### src/rtl/sp_ram_fifo_pkg.sv
`default_nettype none
// ============================================================================
// Module  : sp_ram_fifo_pkg
// Purpose : Shared types and default sizing for the single-port-RAM FIFO
//           controller and its pointer sub-module.
// Contents: op_t            - last RAM operation granted (read or write)
//           c_default_width - default data word width
//           c_default_depth - default RAM depth in words
// Revision: 1.0 - initial release
// ============================================================================
package sp_ram_fifo_pkg;

   localparam int c_default_width = 8;
   localparam int c_default_depth = 64;

   typedef enum logic [0:0] {
      OP_RD = 1'b0,
      OP_WR = 1'b1
   } op_t;

endpackage : sp_ram_fifo_pkg
`default_nettype wire

### src/rtl/sp_ram_fifo_ctrl_fifo_ptr.sv
`default_nettype none
// ============================================================================
// Module  : fifo_ptr
// Purpose : ADDR_BUS-bit RAM pointer that advances by one when inc is high
//           and wraps from DEPTH-1 back to 0 by natural overflow.
// Ports   : clk  - clock
//           rst  - asynchronous active-low reset (pointer returns to 0)
//           inc  - advance the pointer at the next clock edge
//           ptr  - current pointer value
// Revision: 1.0 - initial release
// ============================================================================
module fifo_ptr #(
   parameter int ADDR_BUS = 6
) (
   input  logic                clk,
   input  logic                rst,
   input  logic                inc,
   output logic [ADDR_BUS-1:0] ptr
);

   logic [ADDR_BUS-1:0] ptr_q;
   logic [ADDR_BUS-1:0] ptr_d;

   always_comb begin
      ptr_d = ptr_q;
      if (inc) begin
         ptr_d = ptr_q + 1'b1;
      end
   end

   always_ff @(posedge clk or negedge rst) begin
      if (!rst) begin
         ptr_q <= '0;
      end else begin
         ptr_q <= ptr_d;
      end
   end

   assign ptr = ptr_q;

endmodule : fifo_ptr
`default_nettype wire

### src/rtl/sp_ram_fifo_ctrl.sv
`default_nettype none
// ============================================================================
// Module  : sp_ram_fifo_ctrl
// Purpose : Turns an asynchronous-read single-port RAM into a DEPTH-word FIFO
//           with a one-entry output register. Reads and writes share the one
//           RAM port through an alternating-priority arbiter.
// Ports   : clk, rst                   - clock, async active-low reset
//           wr_valid/wr_ready/wr_data  - producer handshake
//           rd_valid/rd_ready/rd_data  - consumer handshake (registered data)
//           ram_we/ram_addr/ram_din    - RAM write enable, address, write data
//           ram_dout                   - combinational RAM read data
//           full                       - RAM holds DEPTH words
//           fill                       - words in RAM (output register excluded)
// Revision: 1.0 - initial release
// ============================================================================
module sp_ram_fifo_ctrl
   import sp_ram_fifo_pkg::*;
#(
   parameter int WIDTH    = c_default_width,
   parameter int DEPTH    = c_default_depth,
   parameter int ADDR_BUS = $clog2(DEPTH)
) (
   input  logic                clk,
   input  logic                rst,
   input  logic                wr_valid,
   output logic                wr_ready,
   input  logic [WIDTH-1:0]    wr_data,
   output logic                rd_valid,
   input  logic                rd_ready,
   output logic [WIDTH-1:0]    rd_data,
   output logic                ram_we,
   output logic [ADDR_BUS-1:0] ram_addr,
   output logic [WIDTH-1:0]    ram_din,
   input  logic [WIDTH-1:0]    ram_dout,
   output logic                full,
   output logic [ADDR_BUS:0]   fill
);

   localparam logic [ADDR_BUS:0] c_fill_max = (ADDR_BUS+1)'(DEPTH);

   logic [ADDR_BUS-1:0] wr_ptr;
   logic [ADDR_BUS-1:0] rd_ptr;

   logic [ADDR_BUS:0]   fill_q,      fill_d;
   logic                out_valid_q, out_valid_d;
   logic [WIDTH-1:0]    rd_data_q,   rd_data_d;
   op_t                 last_op_q,   last_op_d;

   logic rd_req;
   logic wr_req;
   logic rd_gnt;
   logic wr_gnt;

   assign full = (fill_q == c_fill_max);

   // rst is folded into the write request so that a producer holding
   // wr_valid during reset cannot reach the RAM write enable.
   assign rd_req = (fill_q != '0) && (!out_valid_q || rd_ready);
   assign wr_req = rst && wr_valid && !full;

   // When both sides request, the side not served last time wins.
   assign wr_gnt = wr_req && (!rd_req || (last_op_q == OP_RD));
   assign rd_gnt = rd_req && (!wr_req || (last_op_q == OP_WR));

   // Independent of wr_valid: a pending read with write-last priority
   // would take the port, so the producer is held off in advance.
   assign wr_ready = rst && !full && !(rd_req && (last_op_q == OP_WR));

   assign ram_we   = wr_gnt;
   assign ram_addr = wr_gnt ? wr_ptr : rd_ptr;
   assign ram_din  = wr_data;

   always_comb begin
      fill_d      = fill_q;
      out_valid_d = out_valid_q;
      rd_data_d   = rd_data_q;
      last_op_d   = last_op_q;

      if (wr_gnt) begin
         fill_d    = fill_q + 1'b1;
         last_op_d = OP_WR;
      end else if (rd_gnt) begin
         fill_d    = fill_q - 1'b1;
         last_op_d = OP_RD;
      end

      if (rd_gnt) begin
         rd_data_d   = ram_dout;
         out_valid_d = 1'b1;
      end else if (out_valid_q && rd_ready) begin
         out_valid_d = 1'b0;
      end
   end

   always_ff @(posedge clk or negedge rst) begin
      if (!rst) begin
         fill_q      <= '0;
         out_valid_q <= 1'b0;
         rd_data_q   <= '0;
         last_op_q   <= OP_RD;
      end else begin
         fill_q      <= fill_d;
         out_valid_q <= out_valid_d;
         rd_data_q   <= rd_data_d;
         last_op_q   <= last_op_d;
      end
   end

   fifo_ptr #(.ADDR_BUS(ADDR_BUS)) u_wr_ptr (
      .clk (clk),
      .rst (rst),
      .inc (wr_gnt),
      .ptr (wr_ptr)
   );

   fifo_ptr #(.ADDR_BUS(ADDR_BUS)) u_rd_ptr (
      .clk (clk),
      .rst (rst),
      .inc (rd_gnt),
      .ptr (rd_ptr)
   );

   assign rd_valid = out_valid_q;
   assign rd_data  = rd_data_q;
   assign fill     = fill_q;

endmodule : sp_ram_fifo_ctrl
`default_nettype wire
### config.mk
export PLATFORM = sky130hd
export DESIGN_NAME = sp_ram_fifo_ctrl
export DESIGN_NICKNAME = d
export VERILOG_FILES = /design/src/rtl/sp_ram_fifo_pkg.sv /design/src/rtl/sp_ram_fifo_ctrl_fifo_ptr.sv /design/src/rtl/sp_ram_fifo_ctrl.sv
export SDC_FILE = /design/constraint.sdc
export NUM_CORES = 1
export LEC_CHECK = 0
export ABC_AREA = 1
export BUFFER_PORTS_ARGS = -buffer_cell sky130_fd_sc_hd__buf_2
export CELL_PAD_IN_SITES_DETAIL_PLACEMENT = 0
export CELL_PAD_IN_SITES_GLOBAL_PLACEMENT = 2
export CORE_MARGIN = 2
export CORE_UTILIZATION = 33
export CTS_CLUSTER_DIAMETER = 40
export DETAILED_ROUTE_END_ITERATION = 8
export PLACE_DENSITY = 0.88
export SYNTH_ARGS = -nofsm -noshare
export SYNTH_HDL_FRONTEND = slang
export SYNTH_SLANG_ARGS = --single-unit
### constraint.sdc
create_clock -name clk -period 5.9 [get_ports clk]
set_clock_uncertainty 0.05 [all_clocks]
set_input_delay 1.18 -clock clk [delete_from_list [all_inputs] [get_ports clk]]
set_output_delay 1.18 -clock clk [all_outputs]
set_load 0.05 [all_outputs]
* Word-level counts from Yosys, hierarchy flattened
Index checks and enable logic that the tools add are counted.
Storage, ports and cells: input bits 20, logic and storage cells 39, bits in registers 29, bits in read-only memories 0, output and inout bits 33, latch bits 0, memories 0, RAM bits 0
Cells by class: multiplexer cells 7, add/sub/neg operators 4, multipliers 0, reduce and logical (&&, ||, !) cells 20, shifts and indexed selects 0, bitwise operators 1, equal/unequal tests 1, magnitude comparators 0, divide/modulo/power cells 0
Operators by type and width (number):
- $mux 7 | 2
- $add 6x1->6 const B | 2
- $logic_and 1x1->1 | 9
- $add 7x1->7 const B | 1
- $eq 7x7->1 const B | 1
- $reduce_bool 7->1 | 1
- $sub 7x1->7 const B | 1
- $mux 6 | 1
- $logic_not 1->1 | 5
- $mux 1 | 4
- $reduce_bool 2->1 | 2
- $logic_or 1x1->1 | 3
- $not 1->1 | 1

* Logic depth before layout (Yosys ltp)
Gate-level depths: netlist of run 1.
depth in word-level cells 8, depth in mapped cells 15, depth with buffers taken out 14

* Hierarchy
From an unflattened synthesis of run 1, not the netlist that was laid out.
Second synthesis, totals: cells, all modules 217, area total of the unflattened synthesis 1730.4 um^2
Modules (own cells, without submodules):
- sp_ram_fifo_ctrl | cells each 153, sequential area each 425.4 um^2, instances 1, area an instance 1154.9 um^2
- fifo_ptr | cells each 32, sequential area each 150.1 um^2, instances 2, area an instance 287.8 um^2

* Worst setup path after synthesis of run 1
Ideal clock, no wire load.
path type input -> output, start input port rd_ready, end output port ram_addr[0], path slack 2216 ps, arrival time 2454 ps, buffers on the path 1, data required time 4670 ps, stages on the path 6, path through inv_1 -> nand2_1 -> nand3_2 -> nand2_8 -> buf_6 -> o21ai_1
On the way: word-level cells in the longest chain between the ends 6
RTL lines:
- from (decl) | RTL line sp_ram_fifo_ctrl.sv:29 | input logic rd_ready,
- $logic_or 1x1->1 | RTL line sp_ram_fifo_ctrl.sv:58 | assign rd_req = (fill_q != '0) && (!out_valid_q || rd_ready);
- $logic_and 1x1->1 | RTL line sp_ram_fifo_ctrl.sv:58
- $logic_not 1->1 | RTL line sp_ram_fifo_ctrl.sv:62 | assign wr_gnt = wr_req && (!rd_req || (last_op_q == OP_RD));
- $logic_or 1x1->1 | RTL line sp_ram_fifo_ctrl.sv:62
- $logic_and 1x1->1 | RTL line sp_ram_fifo_ctrl.sv:62
- $mux 6 | RTL line sp_ram_fifo_ctrl.sv:70 | assign ram_addr = wr_gnt ? wr_ptr : rd_ptr;
- to (decl) | RTL line sp_ram_fifo_ctrl.sv:32 | output logic [ADDR_BUS-1:0] ram_addr,
Every way passes these cells.

* Worst setup path after layout of run 1
start input port rst, end output port ram_addr[2]
On the way: word-level cells in the longest chain between the ends 4
RTL lines:
- from (decl) | RTL line sp_ram_fifo_ctrl.sv:24 | input logic rst,
- $logic_and 1x1->1 (2 in series) | RTL line sp_ram_fifo_ctrl.sv:59 | assign wr_req = rst && wr_valid && !full;
- $logic_and 1x1->1 | RTL line sp_ram_fifo_ctrl.sv:62
- $mux 6 | RTL line sp_ram_fifo_ctrl.sv:70
Every way passes these cells.

==> metrics, run 1 <==
status=complete, no violations; RePlAce Congestion=0.758; worst r2r src=fill[0]; total negative slack=0 ns; Die X=79.4 um; routed len/inst=11.1 um; VDD IR max=0.000221 V; final hold vios=0; largest area contributor in the netlist=dfrtp_1; clk_lat worst skew=0.28 ns; Final #Nets=274; Worst Path Required=4.67 ns; Synth top area share=0.387; CP Capture Type=output port; htree depth=2; worst setup path class=input port to output port; 1st-iter DRT viols=24; Boundary Pins=53; Placed Instances=310; Synth Instances=213; share of the clock period used by the worst path=0.691; ranking of synthesized cells by area=dfrtp_1 (39%), nand2_1 (11%), nand2_4 (7.8%), ha_1 (5.3%), xor2_1 (3.7%); Post-synth top cells=nand2_1 (57), dfrtp_1 (29), inv_1 (15), nand2_4 (13), o21ai_1 (12); cts bufs inserted=5; sequential-to-total area share from yosys stat=0.387; Place WS=1.73 ns; fin cells=318; Die Y=79.4 um; CP startpoint=rst; CTS tree=yes; Final Slew Violations=0; antenna viol nets, final=0; YS warnings=0; gr usage total=0.132; Top FF cell, synth=dfrtp_1; via count=1,407; CTS Hold Bufs=0; area delta synth->final=15.3%; relative slew slack=0.540; RSZ-0062 raised after global routing=no; post-CTS sizing=0; syn nets=242; Remaining Overflow, GRT=0; synthesized area=1880 sq um; Worst Path Max Fanout=31; HP Class=flop to flop; Ant. Diodes=0; layout cells sized above 1=0.341; hold path start=rd_data[0]; Max-Cap Viols=0; 1st-pass router iterations=4; number of setup buffers added after CTS=0; Min Clock Period, post-route=4.08 ns; num rows=27; Max clock buf depth=2; Initial Utilization=0.341; startpoint types=input port; Clock Tree Root=clkbuf_8; WP data arrival=2.85 ns; Post-DP HPWL=2620 um; initial antenna violation count=0; total power=1.38 mW; die area=6310 sq um; core area=5510 sq um; Worst-Margin Slew=0.689 ns; input/output buffers=36; count leader, synth=nand2_1; vias in the first global route=1,408; CTS sink count=29; largest net degree at the start of global routing=32; clock transition at the registers of the reported paths=0.06 ns; number of distinct library cells after synthesis=27; first-pass GRT wire length=6330 um; asr flop ratio synth=1.00; leakage=1.15 nW; DRC viols=0; Via density=4.42; final WL=3540 um; final setup margin=1.82 ns; Synth Area per Inst=8.81 sq um; FMAX=245 MHz; number of synthesized flops with an enable pin=0; PwrDens=639 nW/um^2; count of state elements after synthesis=29; Setup-failing EPs final=0
==> metrics by stage <==
| stage | instance area [sq um] | utilization | hold slack (ns) |
|---|---|---|---|
| floorplan | 1880 | - | 0.446 |
| detailed placement | 2050 | 0.372 | 0.414 |
| CTS | 2160 | 0.393 | 0.432 |
| global placement | 2050 | 0.372 | 0.414 |
| global route | 2160 | 0.393 | 0.468 |
| finish | 2160 | 0.393 | 0.422 |
==> cells in the final DEF (no fill, tap or decap), types with 5 or more instances in the layout <==
| cell | instances |
|---|---|
| nand2_1 | 57 |
| inv_2 | 7 |
| ha_1 | 8 |
| o21ai_1 | 12 |
| nand2_4 | 13 |
| xnor2_1 | 5 |
| clkbuf_8 | 6 |
| inv_1 | 15 |
| nand2_2 | 11 |
| xor2_1 | 8 |
| dfrtp_1 | 29 |
| nand3_1 | 11 |
| buf_2 | 36 |
==> path summary, 6_finish.rpt <==
kind                               endpoint  slack (ns)  depth (start not counted)
worst max-delay path            ram_addr[2]        1.82                          8
worst min-delay path             rd_data[0]        0.42                          2
worst max register to register      fill[6]        3.54                         14
worst min register to register   rd_data[0]        0.42                          2
max in group asynchronous           fill[3]        4.46                          1
min in group asynchronous        rd_data[1]        0.88                          1
==> critical path, cell delays in order <==
cell and delay, ns:
buf_2 0.54, nand2_1 0.22, nor2_4 0.21, nand2_8 0.15
inv_2 0.17, nand2_1 0.07, nand2_1 0.05, buf_2 0.25
==> registers in the layout, indices dropped and copies added, names as in the netlist <==
signal	count
last_op_q	1
fill	7
rd_data	8
u_rd_ptr.ptr	6
rd_valid	1
u_wr_ptr.ptr	6
==> cell type report <==
class | instances | area [sq um]
clock inverter | 1 | 30.0
sequential | 29 | 726
tap | 72 | 90.1
timing repair buffer | 36 | 180
multi-input combinational | 150 | 963
fill | 592 | 3340
inverter | 23 | 88.8
clock buffer | 7 | 86.3
==> report_power, final <==
group | total, mW | internal (mW) | switching (mW)
registers | 0.378 | 0.288 | 0.0910
clock network | 0.213 | 0.137 | 0.0760
logic | 0.790 | 0.242 | 0.549
==> layer usage <==
metal,routed length [um],global-route usage,part of all wire
met1,1640,0.165,0.46
met2,1630,0.211,0.46
met3,200,0.0373,0.057
met4,68,0.0569,0.019
met5,0,0,0
==> logic make-up after synthesis <==
family | after synthesis | synth area share
flip-flops | 29 | 0.387
XOR/XNOR | 13 | 0.0607
AND/OR/NAND/NOR | 107 | 0.330
AO/OA/AOI/OAI | 21 | 0.0587
adder cells (fa/ha/maj) | 9 | 0.0640
buffers and inverters | 34 | 0.100
(Power assumes the default switching activity.)
==> run 2, diff against run 1 <==
CORE_UTILIZATION = 30   (was 33)
PLACE_DENSITY = 0.82   (was 0.88)
clock period = 4.3 ns   (was 5.9 ns; I/O delays follow)
==> metrics, run 2 (synthesis gave the netlist of run 1 again) <==
Clock Tree Root=clkbuf_8 (unchanged); htree depth=2 (unchanged); leakage=1.14 nW (was 1.15 nW); final hold vios=0 (unchanged); CP startpoint=rd_ready (was rst); CP Capture Type=output port (unchanged); Max clock buf depth=2 (unchanged); Min Clock Period, post-route=2.92 ns; worst r2r src=fill[3] (was fill[0]); PwrDens=853 nW/um^2 (was 639 nW/um^2); 1st-iter DRT viols=57 (was 24); core area=5990 sq um (was 5510 sq um); Worst Path Required=3.39 ns (was 4.67 ns); HP Class=flop to flop (unchanged); num rows=28 (was 27); status=complete, no violations (unchanged); flop-to-flop setup slack=1.95 ns (was 3.54 ns); RePlAce Congestion=0.741 (was 0.758); Worst Path Max Fanout=25 (was 31); total negative slack=0 ns (unchanged); post-CTS sizing=0 (unchanged); via count=1,383 (was 1,407); vias in the first global route=1,396 (was 1,408); max reg flops=8 (unchanged); CTS sink count=29 (unchanged); CTS Hold Bufs=0 (unchanged); Place WS=1.36 ns (was 1.73 ns); DRC viols=0 (unchanged); startpoint types=input port (unchanged); area occupied by multi-input gates=963 sq um (unchanged); commonest non-fill, non-tap cell in the layout=nand2_1 (unchanged); relative slew slack=0.727 (was 0.540); final WL=3700 um (was 3540 um); Remaining Overflow, GRT=0 (unchanged); fill count=620 (was 592); number of setup buffers added after CTS=0 (unchanged); 1st-pass router iterations=4 (unchanged); Die Y=83.1 um (was 79.4 um); initial antenna violation count=0 (unchanged); worst setup path class=input port to output port (unchanged); first-pass GRT wire length=6560 um (was 6330 um); antenna viol nets, final=0 (unchanged); Via density=4.30 (was 4.42); input/output buffers=36 (unchanged); Final #Nets=275 (was 274); cts bufs inserted=5 (unchanged); largest net degree at the start of global routing=31 (was 32); Worst R2R End=fill[6] (unchanged); Worst R2R Path Depth=14 (unchanged); clk_lat worst skew=0.28 ns (about the same); gr usage total=0.117 (was 0.132); final setup margin=1.38 ns (was 1.82 ns); CTS tree=yes (unchanged); Final Slew Violations=0 (unchanged); Placed Instances=314 (was 310); routed len/inst=11.5 um (was 11.1 um); clock transition at the registers of the reported paths=0.06 ns (about the same); WP data arrival=2.01 ns (was 2.85 ns); Die X=83.1 um (was 79.4 um); VDD IR max=0.000501 V (was 0.000221 V); Worst-Margin Slew=0.410 ns (was 0.689 ns); share of the clock period used by the worst path=0.680; die area=6900 sq um (was 6310 sq um); FMAX=342 MHz; Register Area=726 sq um (unchanged); Setup-failing EPs final=0 (unchanged); Max-Cap Viols=0 (unchanged); fin cells=322 (was 318); RSZ-0062 raised after global routing=no (unchanged); crit path capture=ram_addr[1] (was ram_addr[2]); most frequent cells in the layout=nand2_1 (57), buf_2 (36), dfrtp_1 (29) (unchanged); total power=1.82 mW (was 1.38 mW); area delta synth->final=14.0% (was 15.3%); Post-DP HPWL=2660 um (was 2620 um); Ant. Diodes=0 (unchanged); Boundary Pins=53 (unchanged); Initial Utilization=0.313 (was 0.341); layout cells sized above 1=0.336 (was 0.341)
==> run 2: cell types whose count changed in the layout (fill, tap and decap cells not counted), sizes merged <==
cell,delta
bufinv,-1
clkbuf,+1
buf,+1
==> run 2: critical path: stages <==
cell	delay, ns
buf_2	0.10
inv_1	0.04
nand2_1	0.12
nand3_2	0.18
nand2_8	0.15
inv_2	0.18
nand2_1	0.07
nand2_1	0.06
buf_2	0.25
==> run 2: layout make-up <==
cell class	count	area share
Timing Repair Buffer	37	0.0877
Sequential cell	29	0.339
Clock buffer	8	0.0374
Inverter	23	0.0415
Tap cell	75	0.0439
Multi-Input combinational cell	150	0.450
==> run 2: per-stage QoR <==
| stage | hold WS [ns] | util | instance area [sq um] |
|---|---|---|---|
| 2_1_floorplan | 0.446 | - | 1880 |
| 3_3_place_gp | 0.411 | 0.344 | 2060 |
| 3_5_place_dp | 0.417 | 0.344 | 2060 |
| 4_1_cts | 0.438 | 0.357 | 2140 |
| 5_1_grt | 0.473 | 0.357 | 2140 |
| 6_report | 0.432 | 0.357 | 2140 |
==> run 2: per-layer routing <==
| layer | track usage | vias to the layer above | share of wire |
|---|---|---|---|
| met2 | 0.185 | 30 | 0.45 |
| met3 | 0.0378 | 4 | 0.054 |
| met1 | 0.153 | 622 | 0.48 |
| met5 | 0 | - | 0 |
| met4 | 0.0358 | 0 | 0.0097 |
| li1 | - | 727 | - |
==> run 2: power breakdown <==
| group | total [mW] | switching [mW] | internal, mW |
|---|---|---|---|
| Combinational | 1.09 | 0.753 | 0.332 |
| Sequential | 0.523 | 0.129 | 0.394 |
| Clock | 0.216 | 0.101 | 0.115 |
==> run 2: worst min path at each step <==
stage                    startpoint              end  slack (ns)  cells past startpoint
finish                   rd_data[2]       rd_data[2]        0.43                      2
global route             rd_data[6]       rd_data[6]        0.47                      2
CTS                      rd_data[2]       rd_data[2]        0.44                      2
detailed placement       rd_data[7]       rd_data[7]        0.42                      2
global placement         rd_data[0]       rd_data[0]        0.41                      2
floorplan           u_wr_ptr.ptr[1]  u_wr_ptr.ptr[1]        0.45                      2
